File: config.mk
export PLATFORM = sky130hd
export DESIGN_NAME = seven_segment_frame_decoder
export DESIGN_NICKNAME = d
export VERILOG_FILES = /design/src/rtl/seven_segment_frame_decoder.sv
export SDC_FILE = /design/constraint.sdc
export NUM_CORES = 1
export LEC_CHECK = 0
export ABC_AREA = 1
export CAP_MARGIN = 20
export CORE_MARGIN = 8
export CORE_UTILIZATION = 59
export DETAILED_ROUTE_END_ITERATION = 10
export PLACE_DENSITY = 0.84
export SLEW_MARGIN = 10
export SYNTH_ARGS = -nofsm -noshare
export SYNTH_HDL_FRONTEND = slang
export SYNTH_SLANG_ARGS = --single-unit
File: constraint.sdc
create_clock -name clk -period 3.11 [get_ports clk]
set_input_delay 0.311 -clock clk [delete_from_list [all_inputs] [get_ports clk]]
set_output_delay 0.311 -clock clk [all_outputs]
set_load 0.01 [all_outputs]
File: src/rtl/seven_segment_frame_decoder.sv
// Recovers displayed digits from a multiplexed, active-low seven-segment drive.
// Build option: SSD_HEX_DECODE_EN adds the A..F glyphs as codes 10..15.
module seven_segment_frame_decoder #(
    parameter int STABLE_CYCLES = 4
) (
    input  logic        clk,
    input  logic        rst,
    input  logic [3:0]  Anode,
    input  logic [6:0]  LED_out,
    output logic [15:0] digits,
    output logic        frame_valid,
    output logic [3:0]  captured_mask,
    output logic        digit_err
);

    localparam logic [7:0] STABLE = 8'(STABLE_CYCLES);

    logic [3:0]  anode_q;
    logic [6:0]  led_q;
    logic [7:0]  cnt;
    logic [15:0] shadow;

    logic        changed;
    logic        blank;
    logic [7:0]  cnt_next;
    logic        hit;
    logic [3:0]  low;
    logic        one_hot;
    logic [4:0]  dec;
    logic        capture_ok;
    logic        err_set;
    logic [3:0]  mask_next;

    // Returns {valid, code}; valid=0 means the glyph is not a known digit.
    function automatic logic [4:0] decode(input logic [6:0] seg);
        logic [4:0] r;
        case (seg)
            7'b0000001: r = {1'b1, 4'h0};
            7'b1001111: r = {1'b1, 4'h1};
            7'b0010010: r = {1'b1, 4'h2};
            7'b0000110: r = {1'b1, 4'h3};
            7'b1001100: r = {1'b1, 4'h4};
            7'b0100100: r = {1'b1, 4'h5};
            7'b0100000: r = {1'b1, 4'h6};
            7'b0001111: r = {1'b1, 4'h7};
            7'b0000000: r = {1'b1, 4'h8};
            7'b0000100: r = {1'b1, 4'h9};
`ifdef SSD_HEX_DECODE_EN
            7'b0001000: r = {1'b1, 4'hA};
            7'b1100000: r = {1'b1, 4'hB};
            7'b0110001: r = {1'b1, 4'hC};
            7'b1000010: r = {1'b1, 4'hD};
            7'b0110000: r = {1'b1, 4'hE};
            7'b0111000: r = {1'b1, 4'hF};
`endif
            default:    r = 5'b0_0000;
        endcase
        return r;
    endfunction

    always_comb begin
        changed  = (Anode != anode_q) || (LED_out != led_q);
        blank    = (Anode == 4'b1111);
        cnt_next = cnt;
        if (changed || blank)
            cnt_next = 8'd1;
        else if (cnt != STABLE)
            cnt_next = cnt + 8'd1;

        // A dwell fires only on the edge where the count arrives at STABLE,
        // so a long steady dwell captures once and never repeats.
        hit = (cnt_next == STABLE) && (changed || (cnt != STABLE)) && !blank;

        low     = ~Anode;
        one_hot = (low != 4'b0000) && ((low & (low - 4'd1)) == 4'b0000);
        dec     = decode(LED_out);

        capture_ok = hit && one_hot && dec[4];
        err_set    = hit && !(one_hot && dec[4]);

        mask_next = (captured_mask == 4'b1111) ? 4'b0000 : captured_mask;
        if (capture_ok)
            mask_next = mask_next | low;
    end

    always_ff @(posedge clk) begin
        if (rst) begin
            anode_q       <= 4'b1111;
            led_q         <= 7'b1111111;
            cnt           <= 8'd0;
            shadow        <= 16'h0000;
            digits        <= 16'h0000;
            frame_valid   <= 1'b0;
            captured_mask <= 4'b0000;
            digit_err     <= 1'b0;
        end else begin
            anode_q       <= Anode;
            led_q         <= LED_out;
            cnt           <= cnt_next;
            captured_mask <= mask_next;
            frame_valid   <= 1'b0;
            // Publish the old shadow; a capture on this same edge belongs to the next frame.
            if (captured_mask == 4'b1111) begin
                digits      <= shadow;
                frame_valid <= 1'b1;
            end
            if (capture_ok) begin
                for (int i = 0; i < 4; i++)
                    if (low[i])
                        shadow[i*4 +: 4] <= dec[3:0];
            end
            if (err_set)
                digit_err <= 1'b1;
        end
    end

endmodule

==> results of run 1 <==
[registers in the layout (all words and copies together), names as in the netlist]
signal	count
shadow	16
anode_q	4
digit_err	1
led_q	7
frame_valid	1
captured_mask	4
cnt	8
digits	16
[worst max-delay path, cell delays in order]
cell             delay [ns]
clkdlybuf4s50_1        0.53
nor2_1                 0.28
and3_1                 0.22
nand2_1                0.07
nand2_1                0.10
nor2_2                 0.08
a21oi_4                0.42
nand4_2                0.32
nand2_1                0.13
inv_1                  0.05
nor2_1                 0.12
[layout make-up]
type                       count  area, um^2
clock buffer                  11       141.4
clock inverter                 5       55.05
fill                         359        1127
inverter                      62       232.7
multi-input combinational    267        1274
sequential                    57        1141
tap                           52       65.06
timing repair buffer          35       347.8
[placed cells by master, fill, tap and decap left out, drive strengths merged, types with 2 or more instances in the layout]
cell type | Yosys | routed
clkbuf | 7 | 11
nand4 | 24 | 24
o21ai | 18 | 18
clkinv | 1 | 3
xor2 | 3 | 3
dfxtp | 57 | 57
clkinvlp | 0 | 2
inv | 61 | 61
xnor2 | 6 | 6
nor3 | 4 | 4
a21oi | 28 | 28
clkdlybuf4s50 | 0 | 34
nor2 | 52 | 52
ha | 2 | 2
nand3 | 13 | 13
nand2 | 114 | 114
[cell families (layout without fill, tap and decap cells)]
kind of cell	after synthesis	count (layout)	share of synthesized area
AO/OA/AOI/OAI	47	47	0.09239
XOR/XNOR	9	9	0.02925
adder cells (fa/ha/maj)	2	2	0.009284
buffers and inverters	72	113	0.1040
flip-flops	57	57	0.4234
AND/OR/NAND/NOR	209	209	0.3417
[power by group]
part	internal (mW)	switching (mW)
Combinational	0.0370	0.0625
Sequential	0.738	0.00559
Clock	0.389	0.302
[cells in the mapped netlist (2+ instances only)]
cell / number / area share
a21oi_1: 27 / 0.050
clkbuf_1: 6 / 0.0084
dfxtp_1: 57 / 0.42
ha_1: 2 / 0.0093
inv_1: 57 / 0.079
inv_2: 4 / 0.0056
nand2_1: 114 / 0.16
nand3_1: 13 / 0.024
nand4_1: 20 / 0.046
nand4_2: 4 / 0.019
nor2_1: 46 / 0.064
nor2_2: 5 / 0.012
nor3_1: 3 / 0.0056
o21ai_0: 18 / 0.033
xnor2_1: 6 / 0.019
xor2_1: 3 / 0.0098
[worst max-delay path by stage]
stage               cells past startpoint        from         end  slack (ns)
floorplan                              12      cnt[0]   shadow[2]        1.27
global placement                       10  LED_out[6]  shadow[15]        0.54
detailed placement                     11  LED_out[6]  shadow[13]        0.47
CTS                                    11  LED_out[6]  shadow[12]        0.81
global route                           11  LED_out[6]  shadow[13]        0.56
finish                                 11  LED_out[0]   shadow[2]        0.74
[metal layers]
metal / share of wire / GRT usage / up-vias
li1: - / - / 1316
met1: 0.44 / 0.1993 / 1188
met2: 0.48 / 0.3011 / 68
met3: 0.049 / 0.04590 / 14
met4: 0.024 / 0.1162 / 0
met5: 0 / 0 / -
==> results.ini, run 1 <==
[sta]
timing.final.crit_share=0.7614
worst_hold_slack_ns=0.4508
tns_ns=0
fin_skew_ns=0.006596
finalHoldViolCount=0
rsz0062_at_grt=no
maxSlewViolCount=0
max_freq_ghz=0.4223
layout_setup_ws_ns=0.7421
setup_violations=0
slew_headroom=0.4617
fin_crit_ns=2.368
tightest_slew_ns=0.8066

[synthesis]
syn_area_um2=2695
avgSynthCellArea_um2=6.806
ys_types=27
yosysSeqAreaShare=0.4234
ys_ff_latch=57
synthArstFlopShare=0
synth_edf_count=0
synthFlopType=dfxtp_1
syn_nets=411
yosysWarnings=0
syn_inst=396

[run]
maxCapViolCount=0

[die]
ios=35
dieWidth_um=83.59
dieHeight_um=83.59
rows=24
initial_core_util=0.6147
core_area_um2=4384
dieArea_um2=6986

[detailed_routing]
vias_per_cell=5.288
dr_total_vias=2586
drc=0
final_antenna_net_count=0
wl_mm=6.297
dr.pass1.iters=5
wl_per_cell_um=12.88
detail_route.iter0.violations=167

[clocking]
cts_sinks=57
insertion_delay_ns=0.34
cts_buffers=9
cts_tree=built
htreeDepth=3
cts_resized=0
cts_buffer_depth=2
cts-root-buf=clkbuf_8
clk_pin_slew_ns=0.06
postCtsSetupRepairBufs=0
hold_buffers=0

[global_route]
grt_max_degree=33
grtUsageTotal=0.1808
antenna_found_initial=0
grt_remaining_overflow=0
grt_pass1_wl_mm=10.56
grt_pass1_vias=2485

[layout]
syn2layout_area_growth_pct=20.84
drive_gt1_frac=0.07551
antennaDiodeCount=0
final_nets=447
post-route-util=0.7429
final_area_um2=3257
layout.cells.non_filler=489

[critical_path]
path_class=input port to register
critPathMaxFanout=17
worst_ep_required_time_ns=3.38
crit_arrival_ns=2.64
reg2reg_depth=14
cp-start-kind=input port
timing.rr.start=cnt[0]
reg2reg_slack_ns=0.86
r2r_end=shadow[2]
end_kind=register

[status]
status=finished clean

[placed_design]
placed_area_um2=3060
gp_congestion=0.8934
hpwlAfterDp_mm=4.414
numPortBuffers=34
pre_cts_ws_ns=0.4722
dp_cells=473

[min_path]
hold_path.class=register to register
whs_endpoint=digit_err
min_from=digit_err
holdPathStages=2

[pwr]
max-vdd-ir-drop_mv=0.3087
power_mw=1.534
power_leakage_nw=1.534
p_per_area_nw_per_um2=470.9

Power figures use the tool's default switching activity.
==> run 2, diff against run 1 <==
--- a/config.mk
+++ b/config.mk
@@ -8,9 +8,9 @@
 export ABC_AREA = 1
 export CAP_MARGIN = 20
 export CORE_MARGIN = 8
-export CORE_UTILIZATION = 59
+export CORE_UTILIZATION = 49
 export DETAILED_ROUTE_END_ITERATION = 10
-export PLACE_DENSITY = 0.84
+export PLACE_DENSITY = 0.75
 export SLEW_MARGIN = 10
 export SYNTH_ARGS = -nofsm -noshare
 export SYNTH_HDL_FRONTEND = slang
==> constraint.sdc (replaced) <==
create_clock -name clk -period 2 [get_ports clk]
set_input_delay 0.2 -clock clk [delete_from_list [all_inputs] [get_ports clk]]
set_output_delay 0.2 -clock clk [all_outputs]
set_load 0.01 [all_outputs]
==> run 2 against run 1 <==
Net effect:
- the flow now finishes with violations (setup timing)
- final cell count increased by 14%
- global-route usage decreased by 0.76 points
- flip-flop and latch count unchanged
- power increased by 62%
- hold slack got worse by 0.12 ns
- clock skew increased by 0.0056 ns
- clock power increased by 59%
- utilization decreased by 3.0 points
- die area increased by 16%
- routed wire length increased by 15%
- sequential share of layout area decreased by 5.2 points
- via count increased by 6.8%
- critical path type is now register to register
- largest cell class unchanged
==> results.ini, run 2 (synthesis gave the netlist of run 1 again) <==
[clocking]
cts_tree=built  ; unchanged
clk_pin_slew_ns=0.07  ; was 0.06 ns
insertion_delay_ns=0.34  ; about the same
htreeDepth=3  ; unchanged
hold_buffers=0  ; unchanged
cts_buffer_depth=2  ; unchanged
cts_buffers=9  ; unchanged
cts-root-buf=clkbuf_8  ; unchanged
cts_sinks=57  ; unchanged

[layout]
post-route-util=0.7132  ; was 0.7429
final_nets=495  ; was 447
largest_registers=digits: 16 flops, shadow: 16 flops, cnt: 8 flops  ; unchanged
drive_gt1_frac=0.2268  ; was 0.07551
multi_input_area_um2=1448  ; was 1274 um^2
mostFrequentLayoutCell=nand2_1  ; unchanged
syn2layout_area_growth_pct=43.04  ; was 20.84%
antennaDiodeCount=0  ; unchanged
final_area_um2=3855  ; was 3257 um^2
seq_area_um2=1150  ; was 1141 um^2
fillCellCount=431  ; was 359
layout_common_cells=nand2_1, dfxtp_1, inv_1  ; was nand2_1, inv_1, dfxtp_1

[placed_design]
placed_area_um2=3383  ; was 3060 um^2
gp_congestion=0.8532  ; was 0.8934
hpwlAfterDp_mm=4.754  ; was 4.414 mm
numPortBuffers=34  ; unchanged

[sta]
setup_violations=7  ; was 0
fin_crit_ns=2.075
fin_skew_ns=0.01220  ; was 0.006596 ns
timing.final.crit_share=1.037
rsz0062_at_grt=yes  ; was no
max_freq_ghz=0.4820
finalHoldViolCount=0  ; unchanged
maxSlewViolCount=0  ; unchanged
tightest_slew_ns=0.3938  ; was 0.8066 ns
layout_setup_ws_ns=-0.07482  ; was 0.7421 ns
slew_headroom=0.7347  ; was 0.4617

[die]
dieArea_um2=8130  ; was 6986 um^2
dieHeight_um=90.17  ; was 83.59 um
core_area_um2=5405  ; was 4384 um^2
dieWidth_um=90.17  ; was 83.59 um
rows=27  ; was 24
initial_core_util=0.4986  ; was 0.6147
ios=35  ; unchanged

[critical_path]
path_cells=nor2_1 > nand2_1 > o21bai_2 > nand2_4 > buf_4 > buf_4 > buf_4 > buf_4 > buf_4 > buf_4 > buf_4 > nor2_1  ; was clkdlybuf4s50_1 > nor2_1 > and3_1 > nand2_1 > nand2_1 > nor2_2 > a21oi_4 > nand4_2 > nand2_1 > inv_1 > nor2_1
cpMostUsedCell=buf_4  ; was nand2_1
cpLargestDelayFamily=buffers and inverters  ; was simple AND/OR/NAND/NOR gates
worst-path-buf-inv=7  ; was 2
critPathMaxFanout=3  ; was 17
r2r_end=cnt[1]  ; was shadow[2]
cp-start-kind=register  ; was input port
slowest_delay_ns=0.36  ; was 0.53 ns
worst_ep_required_time_ns=2.26  ; was 3.38 ns
path_class=register to register  ; was input port to register
timing.rr.start=cnt[6]  ; was cnt[0]
worst_path_max_delay_cell=dfxtp_1  ; was clkdlybuf4s50_1
reg2reg_depth=12  ; was 14
reg2reg_slack_ns=-0.07  ; was 0.86 ns
end_kind=register  ; unchanged
crit_arrival_ns=2.33  ; was 2.64 ns

[global_route]
grt_pass1_vias=2683  ; was 2,485
antenna_found_initial=0  ; unchanged
grt_remaining_overflow=0  ; unchanged
grt_max_degree=33  ; unchanged
grt_pass1_wl_mm=11.77  ; was 10.56 mm
grtUsageTotal=0.1732  ; was 0.1808

[status]
status=finished with violations  ; was finished clean
violations=setup timing

[detailed_routing]
wl_mm=7.219  ; was 6.297 mm
dr_total_vias=2761  ; was 2,586
detail_route.iter0.violations=156  ; was 167
vias_per_cell=4.957  ; was 5.288
dr.pass1.iters=4  ; was 5
drc=0  ; unchanged
wl_per_cell_um=12.96  ; was 12.88 um
final_antenna_net_count=0  ; unchanged

[pwr]
max-vdd-ir-drop_mv=0.4519  ; was 0.3087 mV
p_per_area_nw_per_um2=642.9  ; was 470.9 nW/um^2
power_leakage_nw=1.811  ; was 1.534 nW

[min_path]
min_from=LED_out[2]  ; was digit_err
hold_path.class=input port to register  ; was register to register
whs_endpoint=led_q[2]  ; was digit_err
holdPathStages=4  ; was 2

[run]
maxCapViolCount=0  ; unchanged

==> run 2: repair_timing <==
| item | 4_1_cts | 5_1_grt |
|---|---|---|
| resized for setup | 21 | 27 |
| setup endpoints to repair | 20 | 22 |
| setup buffers | 7 | 3 |
| pin swaps | 10 | 22 |
==> run 2: power breakdown <==
group          switching, mW  internal [mW]
logic                  0.117          0.102
registers            0.00903           1.15
clock network          0.461          0.643
==> run 2: layout make-up <==
type                    count  area share
well taps                  72     0.02337
flip-flops and latches     57      0.2983
clock buffers              12     0.04025
inverters                  62     0.06102
multi-input cells         267      0.3755
clock inverters             4     0.01331
repair buffers             83      0.1883
==> run 2: worst max-delay path by stage <==
| stage | cells past startpoint | start | to |
|---|---|---|---|
| final | 12 | cnt[6] | cnt[1] |
| after global routing | 11 | cnt[6] | shadow[3] |
| after CTS | 12 | cnt[0] | shadow[3] |
| after detailed placement | 11 | LED_out[2] | shadow[15] |
| after global placement | 10 | LED_out[6] | shadow[7] |
| after floorplan | 12 | cnt[0] | shadow[2] |
==> run 2: routing by layer <==
layer | track usage | up-vias | share of wire
li1 | - | 1406 | -
met1 | 0.1973 | 1284 | 0.44
met2 | 0.2969 | 57 | 0.50
met3 | 0.03741 | 14 | 0.042
met4 | 0.09015 | 0 | 0.024
met5 | 0 | - | 0
==> run 2: tightest hold or removal path: stages <==
cell and delay, ns:
dlymetal6s2s_1 0.19, inv_1 0.10, buf_4 0.10, nand2_1 0.03
==> run 2: stage by stage <==
stage | setup slack (ns) | instances | TNS [ns] | hold WS [ns] | total power, mW
2_1_floorplan | 0.1605 | 396 | 0 | 0.2691 | 1.275
3_3_place_gp | -0.2107 | 531 | -3.634 | 0.4376 | 1.368
3_5_place_dp | -0.2633 | 531 | -4.707 | 0.4412 | 1.372
4_1_cts | 0.0009168 | 554 | 0 | 0.4515 | 2.472
5_1_grt | -0.1574 | 557 | -2.790 | 0.3551 | 2.560
6_report | -0.07482 | 557 | -0.1389 | 0.3325 | 2.478
